[src/rtl/ins_fetch_ctrl_if.sv]
// Queue-side request/answer and RAM-port signals of the instruction fetch engine.
// master = fetch engine view, slave = queue/arbiter/RAM view.
interface ins_fetch_ctrl_if #(
    parameter int ADDR_WIDTH     = 32,
    parameter int RAM_ADDR_WIDTH = 17
);
    logic                      req_valid;
    logic [ADDR_WIDTH-1:0]     req_addr;
    logic                      ins_ok;
    logic [31:0]               ins_ans;
    logic                      busy;
    logic                      mem_req;
    logic                      mem_grant;
    logic [RAM_ADDR_WIDTH-1:0] mem_a;
    logic                      mem_wr;
    logic [7:0]                mem_din;

    modport master (
        input  req_valid, req_addr, mem_grant, mem_din,
        output ins_ok, ins_ans, busy, mem_req, mem_a, mem_wr
    );

    modport slave (
        output req_valid, req_addr, mem_grant, mem_din,
        input  ins_ok, ins_ans, busy, mem_req, mem_a, mem_wr
    );
endinterface

[src/rtl/ins_fetch_ctrl.sv]
// Instruction fetch engine: reads 4 bytes over the byte-wide RAM port and returns them as one
// little-endian word. Define INS_FETCH_PREFETCH_EN to add a one-entry next-line prefetch buffer.
module ins_fetch_ctrl #(
    parameter int ADDR_WIDTH     = 32,
    parameter int RAM_ADDR_WIDTH = 17
) (
    input  logic             clk,
    input  logic             rst,
    input  logic             rdy,
    input  logic             clear_flag,
    ins_fetch_ctrl_if.master bus
);
    typedef enum logic {IDLE, FETCH} state_t;

    state_t                state;
    logic [ADDR_WIDTH-1:0] base;
    logic [2:0]            issue_cnt;
    logic [1:0]            recv_cnt;
    logic                  pending;
    logic [23:0]           shift;
    logic                  ok_r;
    logic                  busy_r;
    logic [31:0]           ans_r;
    logic [ADDR_WIDTH-1:0] issue_addr;
    logic                  issue;
    logic                  capture;
    logic                  last_byte;
    logic [31:0]           word;
    logic                  unused_hi;

    assign issue_addr  = base + ADDR_WIDTH'(issue_cnt);
    assign unused_hi   = ^issue_addr[ADDR_WIDTH-1:RAM_ADDR_WIDTH];
    assign bus.mem_a   = issue_addr[RAM_ADDR_WIDTH-1:0];
    // A flush cycle never issues, so nothing is left in flight behind it.
    assign bus.mem_req = (state == FETCH) && !issue_cnt[2] && rdy && !clear_flag;
    assign bus.mem_wr  = 1'b0;
    assign issue       = bus.mem_req && bus.mem_grant;
    assign capture     = pending && rdy;
    assign last_byte   = capture && (recv_cnt == 2'd3);
    assign word        = {bus.mem_din, shift};
    assign bus.ins_ok  = ok_r && rdy;
    assign bus.ins_ans = ans_r;
    assign bus.busy    = busy_r;

`ifdef INS_FETCH_PREFETCH_EN
    logic                  pf_active;
    logic                  pf_valid;
    logic                  want_pf;
    logic [ADDR_WIDTH-1:0] pf_addr;
    logic [ADDR_WIDTH-1:0] last_addr;
    logic [31:0]           pf_data;
    logic                  pf_hit;
    logic                  pf_match;
    logic                  pf_abort;

    assign pf_hit   = pf_valid && (bus.req_addr == pf_addr);
    assign pf_match = pf_active && bus.req_valid && (bus.req_addr == base);
    assign pf_abort = pf_active && bus.req_valid && (bus.req_addr != base);
`endif

    always_ff @(posedge clk) begin
        if (rst) begin
            state     <= IDLE;
            base      <= '0;
            issue_cnt <= '0;
            recv_cnt  <= '0;
            pending   <= 1'b0;
            shift     <= '0;
            ok_r      <= 1'b0;
            busy_r    <= 1'b0;
            ans_r     <= '0;
`ifdef INS_FETCH_PREFETCH_EN
            pf_active <= 1'b0;
            pf_valid  <= 1'b0;
            want_pf   <= 1'b0;
            pf_addr   <= '0;
            last_addr <= '0;
            pf_data   <= '0;
`endif
        end else if (clear_flag) begin
            state     <= IDLE;
            issue_cnt <= '0;
            recv_cnt  <= '0;
            pending   <= 1'b0;
            ok_r      <= 1'b0;
            busy_r    <= 1'b0;
`ifdef INS_FETCH_PREFETCH_EN
            pf_active <= 1'b0;
            pf_valid  <= 1'b0;
            want_pf   <= 1'b0;
`endif
        end else if (rdy) begin
            ok_r    <= 1'b0;
            pending <= issue;
            if (issue)
                issue_cnt <= issue_cnt + 3'd1;
            if (capture) begin
                recv_cnt <= recv_cnt + 2'd1;
                case (recv_cnt)
                    2'd0:    shift[7:0]   <= bus.mem_din;
                    2'd1:    shift[15:8]  <= bus.mem_din;
                    2'd2:    shift[23:16] <= bus.mem_din;
                    default: ;
                endcase
            end
            case (state)
                IDLE: begin
`ifdef INS_FETCH_PREFETCH_EN
                    if (bus.req_valid && pf_hit) begin
                        ok_r      <= 1'b1;
                        ans_r     <= pf_data;
                        pf_valid  <= 1'b0;
                        last_addr <= bus.req_addr;
                        want_pf   <= 1'b1;
                    end else if (bus.req_valid) begin
                        base      <= bus.req_addr;
                        issue_cnt <= '0;
                        recv_cnt  <= '0;
                        busy_r    <= 1'b1;
                        want_pf   <= 1'b0;
                        state     <= FETCH;
                    end else if (want_pf) begin
                        // background fetch: busy stays low so the queue may interrupt it
                        base      <= last_addr + ADDR_WIDTH'(4);
                        pf_addr   <= last_addr + ADDR_WIDTH'(4);
                        pf_valid  <= 1'b0;
                        pf_active <= 1'b1;
                        want_pf   <= 1'b0;
                        issue_cnt <= '0;
                        recv_cnt  <= '0;
                        state     <= FETCH;
                    end
`else
                    if (bus.req_valid) begin
                        base      <= bus.req_addr;
                        issue_cnt <= '0;
                        recv_cnt  <= '0;
                        busy_r    <= 1'b1;
                        state     <= FETCH;
                    end
`endif
                end
                FETCH: begin
`ifdef INS_FETCH_PREFETCH_EN
                    if (pf_abort) begin
                        // restart on the demand address; the in-flight prefetch byte is dropped
                        base      <= bus.req_addr;
                        issue_cnt <= '0;
                        recv_cnt  <= '0;
                        pending   <= 1'b0;
                        pf_active <= 1'b0;
                        busy_r    <= 1'b1;
                    end else begin
                        if (pf_match) begin
                            pf_active <= 1'b0;
                            busy_r    <= 1'b1;
                        end
                        if (last_byte) begin
                            state     <= IDLE;
                            busy_r    <= 1'b0;
                            pf_active <= 1'b0;
                            if (pf_active && !pf_match) begin
                                pf_data  <= word;
                                pf_valid <= 1'b1;
                            end else begin
                                ok_r      <= 1'b1;
                                ans_r     <= word;
                                last_addr <= base;
                                want_pf   <= 1'b1;
                            end
                        end
                    end
`else
                    if (last_byte) begin
                        state  <= IDLE;
                        busy_r <= 1'b0;
                        ok_r   <= 1'b1;
                        ans_r  <= word;
                    end
`endif
                end
            endcase
        end
    end
endmodule
[src/flat_wrapper.sv]
// flat-port wrapper written by rule: the top's interface ports become plain ports
module ins_fetch_ctrl_flat 
#(
    parameter int ADDR_WIDTH     = 32,
    parameter int RAM_ADDR_WIDTH = 17
)
  (clk, rst, rdy, clear_flag, bus_req_valid, bus_req_addr, bus_mem_grant, bus_mem_din, bus_ins_ok, bus_ins_ans, bus_busy, bus_mem_req, bus_mem_a, bus_mem_wr);
  ins_fetch_ctrl_if #(.ADDR_WIDTH(ADDR_WIDTH), .RAM_ADDR_WIDTH(RAM_ADDR_WIDTH)) bus_i ();
  input  logic clk;
  input  logic rst;
  input  logic rdy;
  input  logic clear_flag;
  input wire logic [$bits(bus_i.req_valid)-1:0] bus_req_valid;
  input wire logic [$bits(bus_i.req_addr)-1:0] bus_req_addr;
  input wire logic [$bits(bus_i.mem_grant)-1:0] bus_mem_grant;
  input wire logic [$bits(bus_i.mem_din)-1:0] bus_mem_din;
  output wire logic [$bits(bus_i.ins_ok)-1:0] bus_ins_ok;
  output wire logic [$bits(bus_i.ins_ans)-1:0] bus_ins_ans;
  output wire logic [$bits(bus_i.busy)-1:0] bus_busy;
  output wire logic [$bits(bus_i.mem_req)-1:0] bus_mem_req;
  output wire logic [$bits(bus_i.mem_a)-1:0] bus_mem_a;
  output wire logic [$bits(bus_i.mem_wr)-1:0] bus_mem_wr;
  assign bus_i.req_valid = bus_req_valid;
  assign bus_i.req_addr = bus_req_addr;
  assign bus_i.mem_grant = bus_mem_grant;
  assign bus_i.mem_din = bus_mem_din;
  assign bus_ins_ok = bus_i.ins_ok;
  assign bus_ins_ans = bus_i.ins_ans;
  assign bus_busy = bus_i.busy;
  assign bus_mem_req = bus_i.mem_req;
  assign bus_mem_a = bus_i.mem_a;
  assign bus_mem_wr = bus_i.mem_wr;
  ins_fetch_ctrl #(.ADDR_WIDTH(ADDR_WIDTH), .RAM_ADDR_WIDTH(RAM_ADDR_WIDTH)) u_core (.clk(clk), .rst(rst), .rdy(rdy), .clear_flag(clear_flag), .bus(bus_i));
endmodule
[config.mk]
export PLATFORM = sky130hd
export DESIGN_NAME = ins_fetch_ctrl_flat
export DESIGN_NICKNAME = d
export VERILOG_FILES = /design/src/rtl/ins_fetch_ctrl_if.sv /design/src/rtl/ins_fetch_ctrl.sv /design/src/flat_wrapper.sv
export SDC_FILE = /design/constraint.sdc
export NUM_CORES = 1
export LEC_CHECK = 0
export CAP_MARGIN = 40
export CORE_ASPECT_RATIO = 1.5
export CORE_UTILIZATION = 34
export DETAILED_ROUTE_END_ITERATION = 16
export PLACE_DENSITY = 0.6
export SLEW_MARGIN = 40
export SYNTH_ARGS = -nofsm -noshare
export SYNTH_HDL_FRONTEND = slang
export SYNTH_SLANG_ARGS = --single-unit
[constraint.sdc]
create_clock -name clk -period 4.4 [get_ports clk]
set_input_delay 0.88 -clock clk [delete_from_list [all_inputs] [get_ports clk]]
set_output_delay 0.88 -clock clk [all_outputs]
set_load 0.03 [all_outputs]
* After elaboration in Yosys (flattened, before gate mapping)
Cells that the tools add are included.
Storage, ports and cells: word-level logic and storage cells 52, flip-flop bits (word level) 82, output and inout port bits 53, input port bits 46
Operators by class: eq/ne operators 5, reduce and logical (&&, ||, !) cells 17, add/subtract/negate cells 3, bitwise operators 2, mux-type cells 14
Operators with widths (number):
- $reduce_and A4 Y1 | 5
- $add A17 B3 Y17 | 1
- $mux W3 | 3
- $logic_and A1 B1 Y1 | 7
- $mux W1 | 6
- $mux W2 | 3
- $eq A2 B2 Y1 const B | 2
- $ne A2 B2 Y1 const B | 2
- $pmux W1 S2 | 2
- $add A3 B1 Y3 const B | 1
- $reduce_and A3 Y1 | 1
- $add A2 B1 Y2 const B | 1
- $eq A2 B1 Y1 const B | 1
- $logic_not A1 Y1 | 2
- $logic_not A2 Y1 | 1
- $not A1 Y1 | 2
- $reduce_or A2 Y1 | 1

* Longest topological paths before layout
Gate-level depths: netlist (run 1).
depth after elaboration 8, gate-level depth with buffers 7

* Least setup slack after synthesis (run 1)
No wires, ideal clock.
kind register to output, start register u_core.issue_cnt[0], end output bus_mem_a[16], data arrival time 2.040 ns, path slack 1.480 ns, buffers on the path 1, stages on the path, launching flop included 8, cell sequence dfxtp_1 > ha_1 > fa_1 > a21o_1 > and3_1 > buf_4 > nor3b_2 > xor2_1
Between the ends: cells in the longest elaborated chain, start to end 1
RTL lines:
- start: declaration | RTL line ins_fetch_ctrl.sv:17 | logic [2:0] issue_cnt;
- start signal: assignment | RTL line ins_fetch_ctrl.sv:96 | issue_cnt <= issue_cnt + 3'd1;
- $add A17 B3 Y17 | RTL line ins_fetch_ctrl.sv:31 | assign issue_addr = base + ADDR_WIDTH'(issue_cnt);
- end: declaration | RTL line flat_wrapper.sv:21 | output wire logic [$bits(bus_i.mem_a)-1:0] bus_mem_a;
No other way between the ends.

* Final worst setup path (run 1)
Same ends and word-level chain as after synthesis.

==> results.txt, run 1 <==
----------------------------------------------------
[Final layout]
  Layout net count ... 543
  Fraction of final layout cells with drive strength greater than 1 ... 5.28%
  Layout overhead on the synthesized area ... 34.2%
  Commonest cells after routing, fill and taps aside ... nand2_1 (159), dfxtp_1 (82), clkdlybuf4s50_1 (81), a21oi_1 (76)
  Final core utilization ... 47.6%
  Antenna Cells ... 0
  Number of cells in the finished layout apart from fillers ... 604
  # fillers ... 927
  Most common cell after layout, fill and taps aside ... nand2_1
  Register area ... 1640 um^2
  Area of the multi-input gates ... 1550 um^2

[STA]
  Actual slew at the worst max-slew pin ... 0.632 ns
  Final Critical Period ... 3.66 ns
  Share of the cycle needed by the critical path after routing ... 83.1%
  Final-layout setup total negative slack ... 0 ns
  Max-slew violation total from the final report ... 0
  Worst clock skew on the final layout ... 0.00678 ns
  Final hold violation count ... 0
  Fmax ... 274 MHz
  Setup repair after global routing missed its margin ... false
  Final count of negative-setup-slack endpoints ... 0
  Max_slew headroom ... 57.8%

[Global routing]
  Number of antenna violations at the first check in global routing ... 0
  Wire length of the first global-routing pass ... 13,000 um
  Pin count of the biggest net entering global routing ... 57
  All-layer global routing usage ... 16.0%
  Vias in the first global route ... 2,742
  Total congestion overflow ... 0

[Setup path]
  Critical path origin ... u_core.issue_cnt[0]$_SDFFE_PP0P_
  Worst EP required ... 3.52 ns
  Worst-path cell chain ... ha_1 > fa_1 > a21o_1 > and3_1 > nor3b_2 > xor2_1 > clkdlybuf4s50_1
  Crit path kind ... register to primary output
  Crit start category ... register
  CP peak stage delay ... 0.68 ns
  Reg2Reg Launch Point ... u_core.recv_cnt[1]$_SDFFE_PP0P_
  Data arrival time of the worst path ... 2.78 ns
  Setup crit end kind ... primary output
  Critical-path maximum fanout ... 5
  Slowest cell on crit path ... clkdlybuf4s50_1

[Power]
  Leak Pwr ... 1.56 nW
  Power density over the cells ... 357 nW/um^2
  Peak ir drop on the vdd network ... 0.259 mV

[Synthesis]
  Warnings from Yosys ... 0
  Register area share after synthesis ... 49.2%
  Synthesized area ... 3340 um^2
  Per-instance average area after synthesis ... 8.00 um^2
  Register bit count reported by yosys ... 82
  Number of flops mapped to enable cells by yosys ... 0
  Number of instances in the synthesized netlist ... 417
  Post-synthesis cell type count ... 37
  Area leader, netlist ... dfxtp_1
  Synth top area share ... 49.2%
  Top_reg_cell synth ... dfxtp_1
  Synthesized net count ... 472
  Top post-synthesis cells by area ... dfxtp_1 (49%), nand2_1 (18%), a21oi_1 (11%), ha_1 (3.0%), xnor2_1 (2.4%)
  Async set-reset flop share out of synthesis ... 0%

[Route]
  Total detailed-routing wirelength ... 7840 um
  Number of design rule violations left after detail routing ... 0
  Via count ... 2,869
  Number of detailed-routing iterations run before antenna repair ... 4
  Antenna violation net count after detailed routing ... 0
  Routed via count divided by cell count ... 4.75
  Iter 0 DRT Violations ... 125
  Routed length per placed instance ... 13.0 um

[Place]
  Cells after DPL ... 589
  Final Wtd Congestion ... 0.759
  DP Wirelength ... 5390 um
  Number of input and output port buffers inserted ... 82

[Floorplanning]
  Core Area ... 9420 um^2
  Boundary Pins ... 99
  DIE AREA ... 10,200 um^2
  Initial Util ... 35.4%
  Die width ... 82.9 um
  Die extent in y ... 123 um
  Number of rows in the core area ... 43

[CTS]
  Clock Latency Late Sink ... 0.34 ns
  Clk root buf ... clkbuf_16
  Hold Buf Count CTS ... 0
  Clk sink count ... 82
  Number of post-CTS setup repair buffers ... 0
  Post-CTS sizing ... 0
  Maximum clock path buffer count ... 2
  Clock slew at the register clock pins of the worst setup and hold paths ... 0.06 ns
  Count of H-tree levels built during CTS ... 3
  TritonCTS clock tree ... done
  Number of buffers created by CTS ... 9

[Flow run]
  Max Cap Violations ... 0

[Hold path]
  HP Class ... register to register
  Startpoint of the most critical hold path ... u_core.shift[22]$_SDFFE_PP0P_

[Outcome]
  Run status ... finished clean

----------------------------------------------------
[synthesized netlist by cell type (4+ instances only)]
library cell	number
buf_4	4
xnor2_1	9
buf_2	9
ha_1	8
dfxtp_1	82
clkbuf_1	8
xor2_1	8
a21oi_1	76
nor2_1	9
nand2_1	159
and2_1	4
nand3_1	4
[layer usage]
metal,wire (um),track usage [%]
met5,0,0
met4,122,10.1
met3,394,2.27
met2,3820,27.7
met1,3500,18.7
[final timing paths]
kind | to | slack (ns) | depth (start not counted)
hold reg to reg | u_core.bus.ins_ans[22]$_SDFFE_PP0P_ | 0.45 | 2
setup reg to reg | u_core.bus.ins_ans[20]$_SDFFE_PP0P_ | 2.76 | 5
hold / removal | u_core.bus.ins_ans[22]$_SDFFE_PP0P_ | 0.45 | 2
setup / recovery | bus_mem_a[16] | 0.74 | 7
[cells by family (layout without fill, tap and decap cells)]
kind of cell	after synthesis	count (layout)	share of synthesized area, %
simple gates	198	198	25.2
compound gates	83	83	12.9
flops	82	82	49.2
buf+inv	27	102	4.50
xor+xnor	17	17	4.46
fa+ha+maj	9	9	3.60
other cells	1	1	0.112
[where the power goes]
part	internal (mW)	leakage (nW)	total, mW	switching, mW
clock network	0.467	0.148	0.754	0.287
registers	0.748	0.662	0.755	0.00619
logic	0.0413	0.750	0.0892	0.0479
[layout make-up]
cell class / instances / share of cell area (%)
Sequential cell: 82 / 36.6
Multi-Input combinational cell: 308 / 34.6
Timing Repair Buffer: 84 / 18.5
Clock buffer: 11 / 5.64
Tap cell: 112 / 3.13
Clock inverter: 4 / 1.15
Inverter: 3 / 0.251
[sequential cells by signal, summed over array words and instances (netlist names)]
register and count:
u_core.base 17, u_core.bus.busy 1, u_core.bus.ins_ans 32, u_core.issue_cnt 3, u_core.ok_r 1, u_core.pending 1
u_core.recv_cnt 2, u_core.shift 24, u_core.state 1
[worst max-delay path: cells and delay by family, from the launching register on]
kind | cells | cell delay (ns)
AOI/OAI and AO/OA | 1 | 0.21
xor gates and xnor gates | 1 | 0.13
adders and majority gates | 2 | 0.64
buffers and inverters | 1 | 0.68
DFF | 1 | 0.34
and+or+nand+nor | 2 | 0.44
[stage by stage]
stage                     hold slack (ns)  total power [mW]  worst slack (ns)  area, um^2
final                               0.451              1.60             0.745        4480
after global routing                0.472              1.66             0.624        4480
after global placement              0.442             0.859             0.985        4170
after floorplan                     0.432             0.812              1.48        3340
after CTS                           0.453              1.62             0.713        4480
after detailed placement            0.447             0.860             0.971        4180
Power figures use the tool's default switching activity.
==> run 2, diff against run 1 <==
- clock period: 4.4 -> 3.7 ns (I/O delays scaled with it)
==> run 2 against run 1 <==
Against the previous run:
- clock power up 7.3%
- clock skew decreased by 0.0029 ns
- cell area fell by 0.53%
- hold slack worse by 0.0012 ns
- final cell count rose by 0.33%
- critical path depth is the same
- via count up 0.38%
- wire length down 1.8%
- combinational power is 18% higher
- die area is the same
- clock-buffer cell count up 1
- largest cell class unchanged
- highest routed layer unchanged
==> results.txt, run 2 (synthesis results as in run 1) <==
----------------------------------------------------
[Outcome]
  Run status ... finished clean

[Final layout]
  # fillers ... 934 (+0.76%)
  Antenna Cells ... 0 (unchanged)
  Commonest cells after routing, fill and taps aside ... nand2_1 (159), dfxtp_1 (82), clkdlybuf4s50_1 (81), a21oi_1 (76)
  Final core utilization ... 47.3% (-0.25 points)
  Fraction of final layout cells with drive strength greater than 1 ... 5.26% (-0.021 points)
  Final std cell area, no fill ... 4460 um^2 (-0.53%)
  Layout overhead on the synthesized area ... 33.5%
  Layout net count ... 545 (+0.37%)
  Number of cells in the finished layout apart from fillers ... 606 (+0.33%)
  Number of flip-flops in the largest register ... 32 (unchanged)
  Area of the multi-input gates ... 1550 um^2 (-0.40%)
  Register area ... 1640 um^2 (unchanged)
  Most common cell after layout, fill and taps aside ... nand2_1

[Place]
  Final Wtd Congestion ... 0.777 (+2.4%)
  Setup slack at placement ... 0.524 ns (-0.446 ns)
  Instance area after placement ... 4180 um^2 (+0.21%)
  DP Wirelength ... 5370 um (-0.31%)
  Number of input and output port buffers inserted ... 82 (unchanged)
  Cells after DPL ... 591 (+0.34%)

[Route]
  Total detailed-routing wirelength ... 7700 um (-1.8%)
  Antenna violation net count after detailed routing ... 0 (unchanged)
  Iter 0 DRT Violations ... 110 (-12%)
  Number of detailed-routing iterations run before antenna repair ... 4 (unchanged)
  Routed length per placed instance ... 12.7 um (-2.1%)
  Routed via count divided by cell count ... 4.75 (about the same)
  Number of design rule violations left after detail routing ... 0 (unchanged)
  Via count ... 2,880 (+0.38%)

[STA]
  Hold_ws ... 0.450 ns (-0.00124 ns)
  Final hold violation count ... 0 (unchanged)
  Worst clock skew on the final layout ... 0.00390 ns (-0.00288 ns)
  Final Critical Period ... 3.52 ns
  Max-slew violation total from the final report ... 0 (unchanged)
  Actual slew at the worst max-slew pin ... 0.614 ns (-0.0173 ns)
  Max_slew headroom ... 58.6% (+0.86 points)
  Share of the cycle needed by the critical path after routing ... 95.2%
  Setup repair after global routing missed its margin ... false
  Fmax ... 284 MHz
  Final count of negative-setup-slack endpoints ... 0 (unchanged)
  Final Worst Setup Slack ... 0.179 ns (-0.566 ns)
  Final-layout setup total negative slack ... 0 ns (unchanged)

[Setup path]
  Worst EP required ... 2.96 ns (-0.56 ns)
  Setup crit end kind ... primary output
  Critical path origin ... u_core.issue_cnt[0]$_SDFFE_PP0P_
  Reg2Reg Launch Point ... u_core.recv_cnt[1]$_SDFFE_PP0P_
  Crit path kind ... register to primary output
  Crit start category ... register
  Critical-path maximum fanout ... 5 (unchanged)
  Data arrival time of the worst path ... 2.78 ns (about the same)

[CTS]
  TritonCTS clock tree ... done
  Maximum clock path buffer count ... 2 (unchanged)
  Post-CTS sizing ... 0 (unchanged)
  Hold Buf Count CTS ... 0 (unchanged)
  Clock Latency Late Sink ... 0.33 ns (about the same)
  Clock slew at the register clock pins of the worst setup and hold paths ... 0.06 ns (about the same)
  Number of post-CTS setup repair buffers ... 0 (unchanged)
  Clk sink count ... 82 (unchanged)
  Number of buffers created by CTS ... 9 (unchanged)
  Count of H-tree levels built during CTS ... 3 (unchanged)
  Clk root buf ... clkbuf_16

[Hold path]
  Startpoint of the most critical hold path ... u_core.bus.ins_ans[17]$_SDFFE_PP0P_
  HP Class ... register to register

[Global routing]
  Pin count of the biggest net entering global routing ... 57 (unchanged)
  Wire length of the first global-routing pass ... 12,600 um (-2.4%)
  Total congestion overflow ... 0 (unchanged)
  Number of antenna violations at the first check in global routing ... 0 (unchanged)
  Vias in the first global route ... 2,638 (-3.8%)
  All-layer global routing usage ... 15.6% (-0.44 points)

[Floorplanning]
  Core Area ... 9420 um^2 (unchanged)
  DIE AREA ... 10,200 um^2 (unchanged)
  Die extent in y ... 123 um (unchanged)
  Initial Util ... 35.4% (unchanged)
  Boundary Pins ... 99 (unchanged)
  Die width ... 82.9 um (unchanged)
  Number of rows in the core area ... 43 (unchanged)

[Power]
  Tot Pwr ... 1.81 mW (+13%)
  Power density over the cells ... 407 nW/um^2 (+14%)
  Peak ir drop on the vdd network ... 0.250 mV (-3.5%)
  Leak Pwr ... 1.56 nW (about the same)

[Flow run]
  Max Cap Violations ... 0 (unchanged)

----------------------------------------------------
-- run 2: worst paths after layout --
check                                                           end  slack, ns  depth (start not counted)
worst min-delay path            u_core.bus.ins_ans[17]$_SDFFE_PP0P_       0.45                          2
worst max register to register  u_core.bus.ins_ans[20]$_SDFFE_PP0P_       2.18                          6
worst max-delay path                                  bus_mem_a[16]       0.18                          7
worst min register to register  u_core.bus.ins_ans[17]$_SDFFE_PP0P_       0.45                          2
-- run 2: final cells by class --
type                       count  share of cell area (%)
sequential                    82                    36.8
multi-input combinational    308                    34.7
timing repair buffer          86                    19.0
clock buffer                  12                    5.76
tap                          112                    3.15
clock inverter                 3                   0.337
inverter                       3                   0.253
-- run 2: critical path, cell delays in order (launching register included) --
cell and delay [ns]:
dfxtp_1 0.34, ha_1 0.23, fa_1 0.41, a21o_1 0.21
and3_1 0.26, nor3b_2 0.18, xor2_1 0.13, clkdlybuf4s50_1 0.68
-- run 2: power by group --
| part | internal, mW | total (mW) | switching, mW |
|---|---|---|---|
| logic | 0.0495 | 0.105 | 0.0559 |
| registers | 0.890 | 0.897 | 0.00730 |
| clock network | 0.484 | 0.809 | 0.325 |
| total | 1.42 | 1.81 | 0.389 |
-- run 2: per-layer routing --
| layer | vias to the layer above | GRT usage, % | part of all wire [%] |
|---|---|---|---|
| li1 | 1500 | - | - |
| met1 | 1296 | 18.4 | 44 |
| met2 | 75 | 27.0 | 50 |
| met3 | 9 | 3.20 | 4.7 |
| met4 | 0 | 7.44 | 1.7 |
| met5 | - | 0 | 0 |
==> run 3, diff against run 2 <==
- DONT_BUFFER_PORTS: default -> 1
- PLACE_DENSITY: 0.6 -> 0.47
==> run 3 against run 2 <==
Against the previous run:
- die area did not move
- total power fell by 0.72%
- sequential power is essentially flat
- register-to-register slack got worse by 0.13 ns
- final cell count shrank 14%
- first-iteration DRC count down 53%
- cell area fell by 18%
- core utilization down 8.7 points
- global-route usage rose by 0.50 points
- clock-buffer cell count is 2 lower
- critical path type unchanged
- critical endpoint unchanged
- largest cell class unchanged
- largest power group unchanged
==> results.txt, run 3 (synthesis results as in run 1) <==
----------------------------------------------------
[Outcome]
  Run status ... finished clean

[STA]
  Worst clock skew on the final layout ... 0.00654 ns (+0.00264 ns)
  Final count of negative-setup-slack endpoints ... 0 (unchanged)
  Final hold violation count ... 0 (unchanged)
  Max_slew headroom ... 53.0% (-5.6 points)
  Setup repair after global routing missed its margin ... false
  Actual slew at the worst max-slew pin ... 0.700 ns (+0.0860 ns)
  Fmax ... 313 MHz (+10%)
  Share of the cycle needed by the critical path after routing ... 86.4% (-8.7 points)
  Max-slew violation total from the final report ... 0 (unchanged)
  Final Critical Period ... 3.20 ns (-0.323 ns)
  Final-layout setup total negative slack ... 0 ns (unchanged)

[Setup path]
  Setup crit end kind ... primary output
  Crit path kind ... register to primary output
  Worst-path cell chain ... ha_1 > fa_1 > a21o_1 > and3_1 > nor3b_2 > xor2_1
  CP peak stage delay ... 0.49 ns (-0.19 ns)
  Slowest cell on crit path ... xor2_1
  Critical-path maximum fanout ... 5 (unchanged)
  Count of cell instances traversed by the critical path ... 6 (-1)
  Depth of the worst register-to-register path ... 5 (-1)
  Worst EP required ... 2.96 ns (about the same)
  Kind of cell with the highest combined delay on the critical path ... adder cells
  Reg2Reg Launch Point ... u_core.recv_cnt[1]$_SDFFE_PP0P_
  Critical path origin ... u_core.issue_cnt[0]$_SDFFE_PP0P_
  Data arrival time of the worst path ... 2.46 ns (-0.32 ns)
  Endpoint of the lowest-slack register-to-register path ... u_core.bus.ins_ans[22]$_SDFFE_PP0P_
  Worst setup path endpoint ... bus_mem_a[16]
  Total buffers and inverters traversed by the critical path ... 0 (-1)
  Setup slack of the most critical reg-to-reg path ... 2.05 ns (-0.13 ns)
  Crit start category ... register

[CTS]
  Number of post-CTS setup repair buffers ... 0 (unchanged)
  Maximum clock path buffer count ... 2 (unchanged)
  Number of buffers created by CTS ... 9 (unchanged)
  Clk sink count ... 82 (unchanged)
  Clock slew at the register clock pins of the worst setup and hold paths ... 0.06 ns (about the same)
  Clk root buf ... clkbuf_16
  Clock Latency Late Sink ... 0.33 ns (about the same)
  TritonCTS clock tree ... done
  Count of H-tree levels built during CTS ... 3 (unchanged)
  Hold Buf Count CTS ... 0 (unchanged)
  Post-CTS sizing ... 0 (unchanged)

[Floorplanning]
  Initial Util ... 35.4% (unchanged)
  Number of rows in the core area ... 43 (unchanged)
  DIE AREA ... 10,200 um^2 (unchanged)
  Die extent in y ... 123 um (unchanged)
  Boundary Pins ... 99 (unchanged)
  Core Area ... 9420 um^2 (unchanged)
  Die width ... 82.9 um (unchanged)

[Power]
  Peak ir drop on the vdd network ... 0.252 mV (+0.71%)
  Power density over the cells ... 494 nW/um^2 (+22%)
  Leak Pwr ... 1.25 nW (-20%)

[Hold path]
  HP Class ... register to register

[Route]
  Uppermost layer routed ... met4
  Via count ... 2,601 (-9.7%)
  Antenna violation net count after detailed routing ... 0 (unchanged)
  Total detailed-routing wirelength ... 7690 um (about the same)
  Number of design rule violations left after detail routing ... 0 (unchanged)
  Met3 Routed Length ... 520 um (+44%)
  Met2 WL post-DR ... 3790 um (-0.79%)
  Routed via count divided by cell count ... 4.98 (+4.8%)
  Routed metal-1 wire length ... 3210 um (-5.5%)
  Iter 0 DRT Violations ... 52 (-53%)
  Routed length per placed instance ... 14.7 um (+16%)
  Number of detailed-routing iterations run before antenna repair ... 6 (+2)

[Final layout]
  Layout net count ... 460 (-16%)
  Most common cell after layout, fill and taps aside ... nand2_1
  # fillers ... 1,023 (+9.5%)
  Commonest cells after routing, fill and taps aside ... nand2_1 (159), dfxtp_1 (82), a21oi_1 (76)
  Layout overhead on the synthesized area ... 9.04%
  Fraction of final layout cells with drive strength greater than 1 ... 5.85% (+0.59 points)
  Final core utilization ... 38.6% (-8.7 points)
  Number of flip-flops in the largest register ... 32 (unchanged)
  Antenna Cells ... 0 (unchanged)

[Global routing]
  Number of antenna violations at the first check in global routing ... 0 (unchanged)
  All-layer global routing usage ... 16.1% (+0.50 points)
  Total congestion overflow ... 0 (unchanged)
  Pin count of the biggest net entering global routing ... 75 (+32%)
  Vias in the first global route ... 2,504 (-5.1%)
  Wire length of the first global-routing pass ... 12,800 um (+1.4%)

[Place]
  DP Wirelength ... 5210 um (-3.0%)
  Final Wtd Congestion ... 0.753 (-3.2%)
  Number of input and output port buffers inserted ... 0 (-100%)

[Flow run]
  Max Cap Violations ... 0 (unchanged)

----------------------------------------------------
[run 3: tightest hold or removal path: stages (launching register included)]
cell,delay (ns)
dfxtp_1,0.31
nand2_1,0.05
a21oi_1,0.05
[run 3: final cells by class]
| cell class | instances | area (um^2) | area share (%) |
|---|---|---|---|
| Clock buffer | 10 | 229 | 6.29 |
| Clock inverter | 6 | 57.6 | 1.58 |
| Inverter | 3 | 11.3 | 0.309 |
| Multi-Input combinational cell | 308 | 1550 | 42.6 |
| Sequential cell | 82 | 1640 | 45.1 |
| Tap cell | 112 | 140 | 3.85 |
| Timing Repair Buffer | 1 | 7.51 | 0.206 |
[run 3: through the flow]
| stage | hold WS, ns | worst slack, ns | total power, mW | std cells | area (um^2) |
|---|---|---|---|---|---|
| after global routing | 0.464 | 0.394 | 1.87 | 522 | 3640 |
| final | 0.444 | 0.502 | 1.80 | 522 | 3640 |
| after floorplan | 0.432 | 0.920 | 0.965 | 417 | 3340 |
| after CTS | 0.449 | 0.476 | 1.83 | 522 | 3640 |
| after global placement | 0.438 | 0.872 | 0.957 | 506 | 3350 |
| after detailed placement | 0.438 | 0.841 | 0.958 | 506 | 3350 |
[run 3: how the worst min path moves through the flow]
stage	to	cells after the start	start
final	u_core.bus.ins_ans[19]$_SDFFE_PP0P_	2	u_core.shift[19]$_SDFFE_PP0P_
after global routing	u_core.shift[19]$_SDFFE_PP0P_	1	rst
after CTS	u_core.bus.ins_ans[19]$_SDFFE_PP0P_	2	u_core.shift[19]$_SDFFE_PP0P_
after detailed placement	u_core.bus.ins_ans[2]$_SDFFE_PP0P_	2	u_core.shift[2]$_SDFFE_PP0P_
after global placement	u_core.bus.ins_ans[8]$_SDFFE_PP0P_	2	u_core.shift[8]$_SDFFE_PP0P_
after floorplan	u_core.bus.ins_ans[0]$_SDFFE_PP0P_	2	u_core.shift[0]$_SDFFE_PP0P_
[run 3: routing by layer]
metal / up-vias / GRT usage, %
li1: 1333 / -
met1: 1181 / 18.2
met4: 0 / 9.38
met5: - / 0
met2: 77 / 27.2
met3: 10 / 4.41
[run 3: power by group]
group          internal (mW)  switching (mW)  leakage [nW]  total, mW
logic                 0.0114          0.0282         0.450     0.0396
clock network          0.518           0.343         0.142      0.861
registers              0.890         0.00812         0.662      0.898
total                   1.42           0.380          1.25       1.80
